[src/rtl/pipe_pkg.sv]
// Shared pipeline definitions: ALU op codes, forwarding selects and multiplier states.
package pipe_pkg;

  localparam int DEFAULT_XLEN = 32;

  localparam logic [2:0] ALU_ADD = 3'b000;
  localparam logic [2:0] ALU_SUB = 3'b001;
  localparam logic [2:0] ALU_AND = 3'b010;
  localparam logic [2:0] ALU_OR  = 3'b011;
  localparam logic [2:0] ALU_XOR = 3'b100;
  localparam logic [2:0] ALU_SLT = 3'b101;
  localparam logic [2:0] ALU_SLL = 3'b110;
  localparam logic [2:0] ALU_MUL = 3'b111;

  localparam logic [1:0] FWD_RF = 2'd0;
  localparam logic [1:0] FWD_W  = 2'd1;
  localparam logic [1:0] FWD_M  = 2'd2;

  typedef enum logic [1:0] {
    MUL_IDLE = 2'd0,
    MUL_BUSY = 2'd1,
    MUL_DONE = 2'd2
  } mul_state_e;

  // MEM beats WB; x0 is hardwired and never forwarded.
  function automatic logic [1:0] fwd_sel(input logic [4:0] addr,
                                         input logic [4:0] a3m, input logic reg_write_m,
                                         input logic [4:0] a3w, input logic reg_write_w);
    logic [1:0] sel;
    sel = FWD_RF;
    if (addr != 5'd0 && reg_write_m && addr == a3m) begin
      sel = FWD_M;
    end else if (addr != 5'd0 && reg_write_w && addr == a3w) begin
      sel = FWD_W;
    end
    return sel;
  endfunction

endpackage

[src/rtl/ex_stage_serial_mul.sv]
// Iterative shift-add multiplier: one partial product per cycle, IDLE -> BUSY -> DONE.
module serial_mul
  import pipe_pkg::*;
#(
  parameter int XLEN       = DEFAULT_XLEN,
  parameter int MUL_CYCLES = DEFAULT_XLEN
) (
  input  logic            clk,
  input  logic            rst_n,
  input  logic            start,
  input  logic            abort,
  input  logic [XLEN-1:0] a,
  input  logic [XLEN-1:0] b,
  output logic            busy,
  output logic            done,
  output logic [XLEN-1:0] product
);

  localparam int CW = $clog2(MUL_CYCLES) + 1;

  mul_state_e      state_q, state_d;
  logic [XLEN-1:0] mcand_q, mcand_d;
  logic [XLEN-1:0] mplier_q, mplier_d;
  logic [XLEN-1:0] acc_q, acc_d;
  logic [CW-1:0]   cnt_q, cnt_d;

  always_comb begin
    state_d  = state_q;
    mcand_d  = mcand_q;
    mplier_d = mplier_q;
    acc_d    = acc_q;
    cnt_d    = cnt_q;
    case (state_q)
      MUL_IDLE: begin
        if (start) begin
          state_d  = MUL_BUSY;
          mcand_d  = a;
          mplier_d = b;
          acc_d    = '0;
          cnt_d    = '0;
        end
      end
      MUL_BUSY: begin
        if (mplier_q[0]) acc_d = acc_q + mcand_q;
        mcand_d  = mcand_q << 1;
        mplier_d = mplier_q >> 1;
        cnt_d    = cnt_q + CW'(1);
        if (cnt_q == CW'(MUL_CYCLES - 1)) state_d = MUL_DONE;
      end
      MUL_DONE: state_d = MUL_IDLE;
      default:  state_d = MUL_IDLE;
    endcase
    if (abort) begin
      state_d = MUL_IDLE;
      cnt_d   = '0;
    end
  end

  always_ff @(posedge clk or negedge rst_n) begin
    if (!rst_n) begin
      state_q  <= MUL_IDLE;
      mcand_q  <= '0;
      mplier_q <= '0;
      acc_q    <= '0;
      cnt_q    <= '0;
    end else begin
      state_q  <= state_d;
      mcand_q  <= mcand_d;
      mplier_q <= mplier_d;
      acc_q    <= acc_d;
      cnt_q    <= cnt_d;
    end
  end

  // The launch cycle already counts as busy so the pipeline freezes with the operands in place.
  assign busy    = (state_q == MUL_BUSY) || (state_q == MUL_IDLE && start);
  assign done    = (state_q == MUL_DONE);
  assign product = acc_q;

endmodule

[src/rtl/ex_stage.sv]
// Execute stage: operand forwarding, ALU, serial multiplier hand-off and the EX/MEM register.
module ex_stage
  import pipe_pkg::*;
#(
  parameter int XLEN       = DEFAULT_XLEN,
  parameter int MUL_CYCLES = DEFAULT_XLEN
) (
  input  logic            clk,
  input  logic            rst_n,
  input  logic            flush_e,
  input  logic [XLEN-1:0] RD1E,
  input  logic [XLEN-1:0] RD2E,
  input  logic [XLEN-1:0] SignImmE,
  input  logic [4:0]      RD1AddrE,
  input  logic [4:0]      RD2AddrE,
  input  logic [4:0]      A3E,
  input  logic            RegWriteE,
  input  logic            MemtoRegE,
  input  logic            MemWriteE,
  input  logic            ALUSrcE,
  input  logic [2:0]      ALUControlE,
  input  logic [2:0]      funct3E,
  input  logic [XLEN-1:0] ResultW,
  input  logic            RegWriteW,
  input  logic [4:0]      A3W,
  output logic [XLEN-1:0] ALUOutM,
  output logic [XLEN-1:0] WriteDataM,
  output logic [4:0]      A3M,
  output logic            RegWriteM,
  output logic            MemtoRegM,
  output logic            MemWriteM,
  output logic [2:0]      funct3M,
  output logic            stall_ex
);

  logic [1:0]      fwd_a, fwd_b;
  logic [XLEN-1:0] src_a, src_b, write_data, alu_result, product;
  logic            mul_busy, mul_done;

  logic [XLEN-1:0] alu_out_q, alu_out_d;
  logic [XLEN-1:0] write_data_q, write_data_d;
  logic [4:0]      a3_q, a3_d;
  logic            reg_write_q, reg_write_d;
  logic            mem_to_reg_q, mem_to_reg_d;
  logic            mem_write_q, mem_write_d;
  logic [2:0]      funct3_q, funct3_d;

  always_comb begin
    fwd_a = fwd_sel(RD1AddrE, a3_q, reg_write_q, A3W, RegWriteW);
    fwd_b = fwd_sel(RD2AddrE, a3_q, reg_write_q, A3W, RegWriteW);
    case (fwd_a)
      FWD_M:   src_a = alu_out_q;
      FWD_W:   src_a = ResultW;
      default: src_a = RD1E;
    endcase
    case (fwd_b)
      FWD_M:   write_data = alu_out_q;
      FWD_W:   write_data = ResultW;
      default: write_data = RD2E;
    endcase
    src_b = ALUSrcE ? SignImmE : write_data;
  end

  always_comb begin
    alu_result = '0;
    case (ALUControlE)
      ALU_ADD: alu_result = src_a + src_b;
      ALU_SUB: alu_result = src_a + ~src_b + XLEN'(1);
      ALU_AND: alu_result = src_a & src_b;
      ALU_OR:  alu_result = src_a | src_b;
      ALU_XOR: alu_result = src_a ^ src_b;
      ALU_SLT: alu_result = {{(XLEN-1){1'b0}}, ($signed(src_a) < $signed(src_b))};
      ALU_SLL: alu_result = src_a << src_b[4:0];
      ALU_MUL: alu_result = mul_done ? product : '0;
      default: alu_result = '0;
    endcase
  end

  serial_mul #(
    .XLEN       (XLEN),
    .MUL_CYCLES (MUL_CYCLES)
  ) u_mul (
    .clk     (clk),
    .rst_n   (rst_n),
    .start   (ALUControlE == ALU_MUL),
    .abort   (flush_e),
    .a       (src_a),
    .b       (src_b),
    .busy    (mul_busy),
    .done    (mul_done),
    .product (product)
  );

  assign stall_ex = rst_n && !flush_e && mul_busy;

  // A killed or frozen instruction must not write anything downstream; its data is left as-is.
  always_comb begin
    alu_out_d    = alu_result;
    write_data_d = write_data;
    a3_d         = A3E;
    reg_write_d  = RegWriteE;
    mem_to_reg_d = MemtoRegE;
    mem_write_d  = MemWriteE;
    funct3_d     = funct3E;
    if (flush_e || stall_ex) begin
      reg_write_d  = 1'b0;
      mem_to_reg_d = 1'b0;
      mem_write_d  = 1'b0;
    end
  end

  always_ff @(posedge clk or negedge rst_n) begin
    if (!rst_n) begin
      alu_out_q    <= '0;
      write_data_q <= '0;
      a3_q         <= '0;
      reg_write_q  <= 1'b0;
      mem_to_reg_q <= 1'b0;
      mem_write_q  <= 1'b0;
      funct3_q     <= '0;
    end else begin
      alu_out_q    <= alu_out_d;
      write_data_q <= write_data_d;
      a3_q         <= a3_d;
      reg_write_q  <= reg_write_d;
      mem_to_reg_q <= mem_to_reg_d;
      mem_write_q  <= mem_write_d;
      funct3_q     <= funct3_d;
    end
  end

  assign ALUOutM    = alu_out_q;
  assign WriteDataM = write_data_q;
  assign A3M        = a3_q;
  assign RegWriteM  = reg_write_q;
  assign MemtoRegM  = mem_to_reg_q;
  assign MemWriteM  = mem_write_q;
  assign funct3M    = funct3_q;

endmodule

[config.mk]
export PLATFORM = sky130hd
export DESIGN_NAME = ex_stage
export DESIGN_NICKNAME = d
export VERILOG_FILES = /design/src/rtl/pipe_pkg.sv /design/src/rtl/ex_stage_serial_mul.sv /design/src/rtl/ex_stage.sv
export SDC_FILE = /design/constraint.sdc
export NUM_CORES = 1
export LEC_CHECK = 0
export BUFFER_PORTS_ARGS = -buffer_cell sky130_fd_sc_hd__buf_2
export CAP_MARGIN = 20
export CELL_PAD_IN_SITES_DETAIL_PLACEMENT = 1
export CELL_PAD_IN_SITES_GLOBAL_PLACEMENT = 1
export CORE_UTILIZATION = 25
export CTS_CLUSTER_DIAMETER = 150
export DETAILED_ROUTE_END_ITERATION = 10
export PLACE_DENSITY_LB_ADDON = 0.25
export SLEW_MARGIN = 10
export SYNTH_ARGS = -nofsm -noshare
export SYNTH_HDL_FRONTEND = slang
export SYNTH_HIERARCHICAL = 1
export SYNTH_SLANG_ARGS = --single-unit
[constraint.sdc]
create_clock -name clk -period 9.6 [get_ports clk]
set_clock_uncertainty 0.15 [all_clocks]
set_input_delay 1.44 -clock clk [delete_from_list [all_inputs] [get_ports clk]]
set_output_delay 1.44 -clock clk [all_outputs]
set_load 0.005 [all_outputs]
==> results of run 1 <==
[worst max-delay path, stage by stage]
cell and delay [ps]:
buf_2 120, or4_1 610, o211ai_2 170, buf_4 300, or2_1 300, buf_4 400, a31oi_1 400, ha_1 380
nand2b_1 90, a21oi_1 100, o211ai_1 290, a211oi_1 150, a211oi_1 860, o211ai_1 260, a211oi_1 300, buf_4 180
nor4b_1 70, o41ai_1 720, mux2i_1 290, o221ai_1 150
[cells in the final DEF (no fill, tap or decap), drive strengths merged, types with 8 or more instances in the layout]
| cell | n |
|---|---|
| and3 | 11 |
| nor2 | 185 |
| ha | 129 |
| nor3 | 61 |
| clkbuf | 20 |
| nor2b | 10 |
| o21bai | 11 |
| a221oi | 17 |
| o21a | 15 |
| o22ai | 32 |
| nand2b | 22 |
| xnor2 | 51 |
| nand3 | 68 |
| o211ai | 20 |
| a31oi | 103 |
| and2 | 20 |
| a21oi | 165 |
| mux2i | 117 |
| a22oi | 10 |
| a221o | 9 |
| xor2 | 21 |
| a211oi | 24 |
| a21o | 28 |
| dfrtp | 179 |
| nand4 | 17 |
| a32oi | 12 |
| or2 | 8 |
| o31ai | 18 |
| inv | 115 |
| o221ai | 10 |
| buf | 297 |
| o21ai | 175 |
| nand2 | 276 |
[worst paths after layout]
path,start,end,slack (ps)
hold / removal,u_mul/mplier_q[31],u_mul/mplier_q[31],360
setup reg to reg,A3M[2],ALUOutM[29],3250
hold reg to reg,u_mul/mplier_q[31],u_mul/mplier_q[31],360
min in group asynchronous,rst_n,A3M[0],640
max in group asynchronous,rst_n,u_mul/mcand_q[21],6920
setup / recovery,RD1AddrE[3],ALUOutM[29],2180
[stage by stage]
stage | area [um^2] | util [%] | total power [W] | hold WS [ps] | worst slack [ps]
floorplan | 16870 | - | 0.002236 | 296.3 | 3324
global placement | 19040 | 28.75 | 0.002802 | 331.7 | 2050
detailed placement | 19040 | 28.76 | 0.002832 | 344.2 | 1824
CTS | 19670 | 29.71 | 0.003652 | 357.3 | 2340
global route | 19700 | 29.75 | 0.003871 | 394.0 | 1901
finish | 19700 | 29.75 | 0.003639 | 361.2 | 2178
[power breakdown]
part | internal (W) | total [W] | switching, W
sequential | 0.000921 | 0.00111 | 0.000194
clock | 0.000441 | 0.000790 | 0.000349
combinational | 0.000671 | 0.00173 | 0.00106
[area by class of cell]
type                    instances  area (um^2)
diodes                          2        5.005
clock buffers                  19        442.9
clock inverters                13        182.7
fillers                      8020        46520
inverters                     115        431.7
multi-input cells            1750        11410
flip-flops and latches        179         4479
well taps                     864         1081
repair buffers                298         1660
[metal layers]
| layer | part of all wire (%) | wire length, um | global-route usage, % | up-vias |
|---|---|---|---|---|
| met4 | 2.8 | 2222 | 8.253 | 0 |
| met3 | 5.0 | 4023 | 3.482 | 106 |
| li1 | - | - | - | 8255 |
| met1 | 47 | 37140 | 30.98 | 9037 |
| met2 | 46 | 36320 | 36.86 | 535 |
| met5 | 0 | 0 | 0 | - |
[kinds of logic (layout without fill, tap and decap cells)]
logic type,Yosys count,after routing,synth area share [%]
simple gates,706,706,18.82
flops,179,179,26.55
compound gates,716,716,27.40
mux,124,124,7.617
fa+ha+maj,132,132,9.924
xor+xnor,72,72,3.738
other cells,0,2,0
buf+inv,257,445,5.956
[flip-flops by register name, indices dropped and copies added (netlist names)]
register / cells
ALUOutM: 32
MemWriteM: 1
u_mul/product: 32
funct3M: 3
MemtoRegM: 1
u_mul/cnt_q: 6
u_mul/state_q: 2
RegWriteM: 1
A3M: 5
u_mul/mplier_q: 32
u_mul/mcand_q: 32
WriteDataM: 32
==> summary.txt, run 1 <==
Core ar. - 0.06622 mm^2
pins over their slew limit - 0
Fmax - 134.7 MHz
Worst Tran Pin Value - 1211 ps
CTS hold repair buffers - 0
Gate Count Post-Synth - 2186
GRT Residual Overflow - 0
Hold Path Class - flop to flop
initial antenna violation count - 4
Synth Register Bits - 179
die extent in x - 261.8 um
fraction of layout cells with a size suffix above 1 - 16.05%
Post-Syn Area - 0.01687 mm^2
Pleak - 8.800 nW
Boundary Pins - 238
Req. time, crit path - 9780 ps
Post-CTS Setup Inserts - 0
Post-synth EDFFs - 0
syn_area_per_cell - 7.717 um^2
HPWL Detailed - 61770 um
Final setup viols - 0
maximum buffer depth of the clock tree - 2
CTS tree - yes
H-tree depth - 4
CP startpoint kind - primary input
Final min period - 7422 ps
die footprint - 0.06852 mm^2
first-pass detailed-route iteration total - 5
port bufs - 237
clk_lat worst skew - 510 ps
power density over cell area - 184.7 mW/mm^2
final setup TNS - 0 ps
register area share after synthesis - 26.55%
Total Routing Usage GR - 22.93%
share of the synthesized area in the top cell type - 26.55%
most instantiated cells after synthesis - nand2_1, nor2_1, dfrtp_1
crit end category - flop
Netlist cell types - 93
CTS buffer count - 17
Layout Nets - 2655
r2r worst-path depth - 20
vias in the first global route - 18180
syn_nets - 2480
ranking of synthesized cells by area - dfrtp_1, ha_1, mux2i_1
clock transition at the registers of the reported paths - 70 ps
DR DRC count - 0
Initial Util - 25.48%
Routed WL per cell - 24.60 um
cts repair resizes - 0
most numerous cell in the Yosys netlist - nand2_1
Vias - 17930
CP Data Arrival Time - 7600 ps
Syn-to-layout area delta - 16.76%
area leader, netlist - dfrtp_1
Rel. slew slack - 18.89%
Max Cap Viol - 0
Root Buffer - clkbuf_16
final cycle utilization of the critical path - 77.32%
post-route ant nets - 0
asr flop ratio synth - 100.0%
outcome - complete, no violations
first-pass GRT wire length - 117800 um
std cell rows - 94
# clock sinks - 179
Post-Route WL - 79710 um
crit path kind - primary input to flop
DR iter-0 viols - 1359
ys flop type - dfrtp_1
RSZ-0062 raised after global routing - false
YS warnings - 6
placed insts - 3204
Hold Vio Cnt, Final - 0
VDD IR max - 0.0001481 V
GPL Wtd Cong - 0.9342
routed vias/inst - 5.535
worst hold path stage count - 2
die height - 261.8 um
Post-Layout Cell Count - 3240
largest net degree at the start of global routing - 75
critical path fanouts, max - 34
No activity file was read; power rests on OpenSTA's default activity.
==> run 2: changes to the inputs <==
clock period = 6.7 ns   (was 9.6 ns; I/O delays follow)
==> run 2 against run 1 <==
  * Combinational power is 45% higher
  * Non-clock buffer count increased by 28
  * Cell area is 1.1% higher
  * Via count up 0.58%
  * Core utilization grew 0.33 points
  * Sequential power grew 44%
  * Routed wire length up 0.74%
  * Count of clock-buffer cells in the layout down 1
==> summary.txt, run 2 (synthesis gave the netlist of run 1 again) <==
outcome - complete, no violations
CTS tree - yes
met2 Track Usage GR - 37.74% (+0.88 points)
RSZ-0062 raised after global routing - false
Initial Util - 25.48% (unchanged)
largest net degree at the start of global routing - 70 (-6.7%)
fraction of layout cells with a size suffix above 1 - 17.07% (+1.0 points)
design area - 0.01992 mm^2 (+1.1%)
r2r setup slk - 1010 ps (-2240 ps)
Final setup viols - 0 (unchanged)
area of the multi-input gates - 0.01141 mm^2 (unchanged)
DR iter-0 viols - 1323 (-2.6%)
GPL Wtd Cong - 0.9545 (+2.2%)
met3 GRT Util - 2.575% (-0.91 points)
die footprint - 0.06852 mm^2 (unchanged)
Core ar. - 0.06622 mm^2 (unchanged)
# clock sinks - 179 (unchanged)
Clock power frac - 22.0% (+0.3 points)
Sw Share - 44.24% (+0.11 points)
Rel. slew slack - 24.06% (+5.2 points)
reg2reg end - ALUOutM[30]
Syn-to-layout area delta - 18.07%
Post-Route WL - 80300 um (+0.74%)
Reg power frac - 30.3% (-0.3 points)
Post-Layout Cell Count - 3267 (+0.83%)
Max Cap Viol - 0 (unchanged)
pins over their slew limit - 0 (unchanged)
initial antenna violation count - 1 (-3)
crit-path max cell delay - 570 ps (-290 ps)
power density over cell area - 264.6 mW/mm^2 (+43%)
CP Data Arrival Time - 6320 ps (-1280 ps)
post-route ant nets - 0 (unchanged)
Pleak - 8.943 nW (+1.6%)
Crit-path slowest cell - or4_4
Crit path top cell by count - o31ai_1
r2r worst-path depth - 19 (-5.0%)
crit end category - flop
Pint - 0.002939 W (+45%)
placed insts - 3233 (+0.91%)
met1 GRT Util - 31.59% (+0.60 points)
DR DRC count - 0 (unchanged)
VDD IR max - 0.0002128 V (+44%)
CTS hold repair buffers - 0 (unchanged)
maximum buffer depth of the clock tree - 2 (unchanged)
final core utilization - 30.08% (+0.33 points)
Hold Vio Cnt, Final - 0 (unchanged)
pre-CTS setup slack - 156.8 ps (-1667 ps)
port bufs - 237 (unchanged)
commonest non-fill, non-tap cell in the layout - nand2_1
Total Routing Usage GR - 23.10% (+0.17 points)
storage element area - 0.004479 mm^2 (unchanged)
reg2reg start - A3M[1]
Req. time, crit path - 6880 ps (-2900 ps)
cts repair resizes - 0 (unchanged)
Root Buffer - clkbuf_16
dpl cell area - 0.01926 mm^2 (+1.1%)
HPWL Detailed - 62100 um (+0.54%)
H-tree depth - 4 (unchanged)
Boundary Pins - 238 (unchanged)
worst-path cell chain - buf_2, or4_4, o211a_1, nand2_1, a311o_1, and2_1, inv_2, fa_1, nor2b_1, o211ai_1, a31oi_1, o31ai_1, buf_4, a22o_1, o41a_1, o31ai_1, a21boi_0, o31ai_1, a221oi_1, o21ai_0
first-pass GRT wire length - 118700 um (+0.78%)
GRT Residual Overflow - 0 (unchanged)
Fmax - 162.9 MHz
most frequent cells in the layout - nand2_1, buf_2, nor2_1, dfrtp_1, a21oi_1
Worst Tran Pin Value - 1136 ps (-74.72 ps)
CP startpoint kind - primary input
critical path fanouts, max - 7 (-79%)
P_sw - 0.002332 W (+45%)
die extent in x - 261.8 um (unchanged)
final setup TNS - 0 ps (unchanged)
Final min period - 6139 ps
routed vias/inst - 5.521 (-0.25%)
final cycle utilization of the critical path - 91.63%
Hold Path Class - primary input to async pin
Layout Nets - 2683 (+1.1%)
first-pass detailed-route iteration total - 5 (unchanged)
Routed WL per cell - 24.58 um (about the same)
Vias - 18040 (+0.58%)
fin worst setup slack - 560.9 ps (-1617 ps)
busiest grt layer - met2
CTS buffer count - 17 (unchanged)
std cell rows - 94 (unchanged)
fillcell total - 7996 (-0.30%)
Post-CTS Setup Inserts - 0 (unchanged)
clk_lat worst skew - 500 ps (about the same)
die height - 261.8 um (unchanged)
Comb pwr share - 47.7% (about the same)
clock transition at the registers of the reported paths - 80 ps (about the same)
crit path kind - primary input to flop
vias in the first global route - 18260 (+0.43%)
[run 2: changes by cell type in the layout (fill, tap and decap cells not counted)]
cell        before  now
buf_4           60   88
clkbuf_1         1    0
clkinv_2         3    1
clkinv_4         1    2
clkinvlp_4       4    3
diode_2          2    1
inv_6            1    4
[run 2: metrics by stage]
step                      power, W  hold slack (ps)
after floorplan           0.003204            296.3
after global placement    0.004045            339.4
after detailed placement  0.004096            340.3
after CTS                 0.005289            332.7
after global routing      0.005616            338.6
final                     0.005271            309.6
[run 2: final cells by class]
class,count,share of cell area [%]
diodes,1,0.01256
clock buffers,18,2.205
clock inverters,14,1.005
inverters,115,2.167
multi-input cells,1750,57.31
flip-flops and latches,179,22.49
well taps,864,5.427
repair buffers,326,9.391
[run 2: per-layer routing]
layer	vias to the layer above	routed length, um
li1	8329	-
met1	9095	37670
met2	519	36900
met3	94	3580
met4	0	2157
met5	-	0
[run 2: worst max-delay path, delay by kind of cell]
kind,cells,cell delay [ps]
AOI/OAI and AO/OA,12,3150
and+or+nand+nor,4,1240
buffers and inverters,3,430
adders and majority gates,1,460
[run 2: how the worst max path moves through the flow]
stage	from	end	cells past startpoint
2_1_floorplan	RD2AddrE[1]	ALUOutM[29]	19
3_3_place_gp	RD2AddrE[1]	ALUOutM[30]	21
3_5_place_dp	RD2AddrE[1]	ALUOutM[30]	20
4_1_cts	RD2AddrE[1]	ALUOutM[30]	20
5_1_grt	RD2AddrE[0]	ALUOutM[30]	20
6_report	RD2AddrE[1]	ALUOutM[30]	20
[run 2: power groups by stage]
stage	combinational, W	clock (W)	sequential (W)
final	0.00251	0.00116	0.00160
after global routing	0.00277	0.00122	0.00163
after CTS	0.00250	0.00120	0.00159
after detailed placement	0.00249	0	0.00161
after global placement	0.00244	0	0.00160
after floorplan	0.00172	0	0.00148
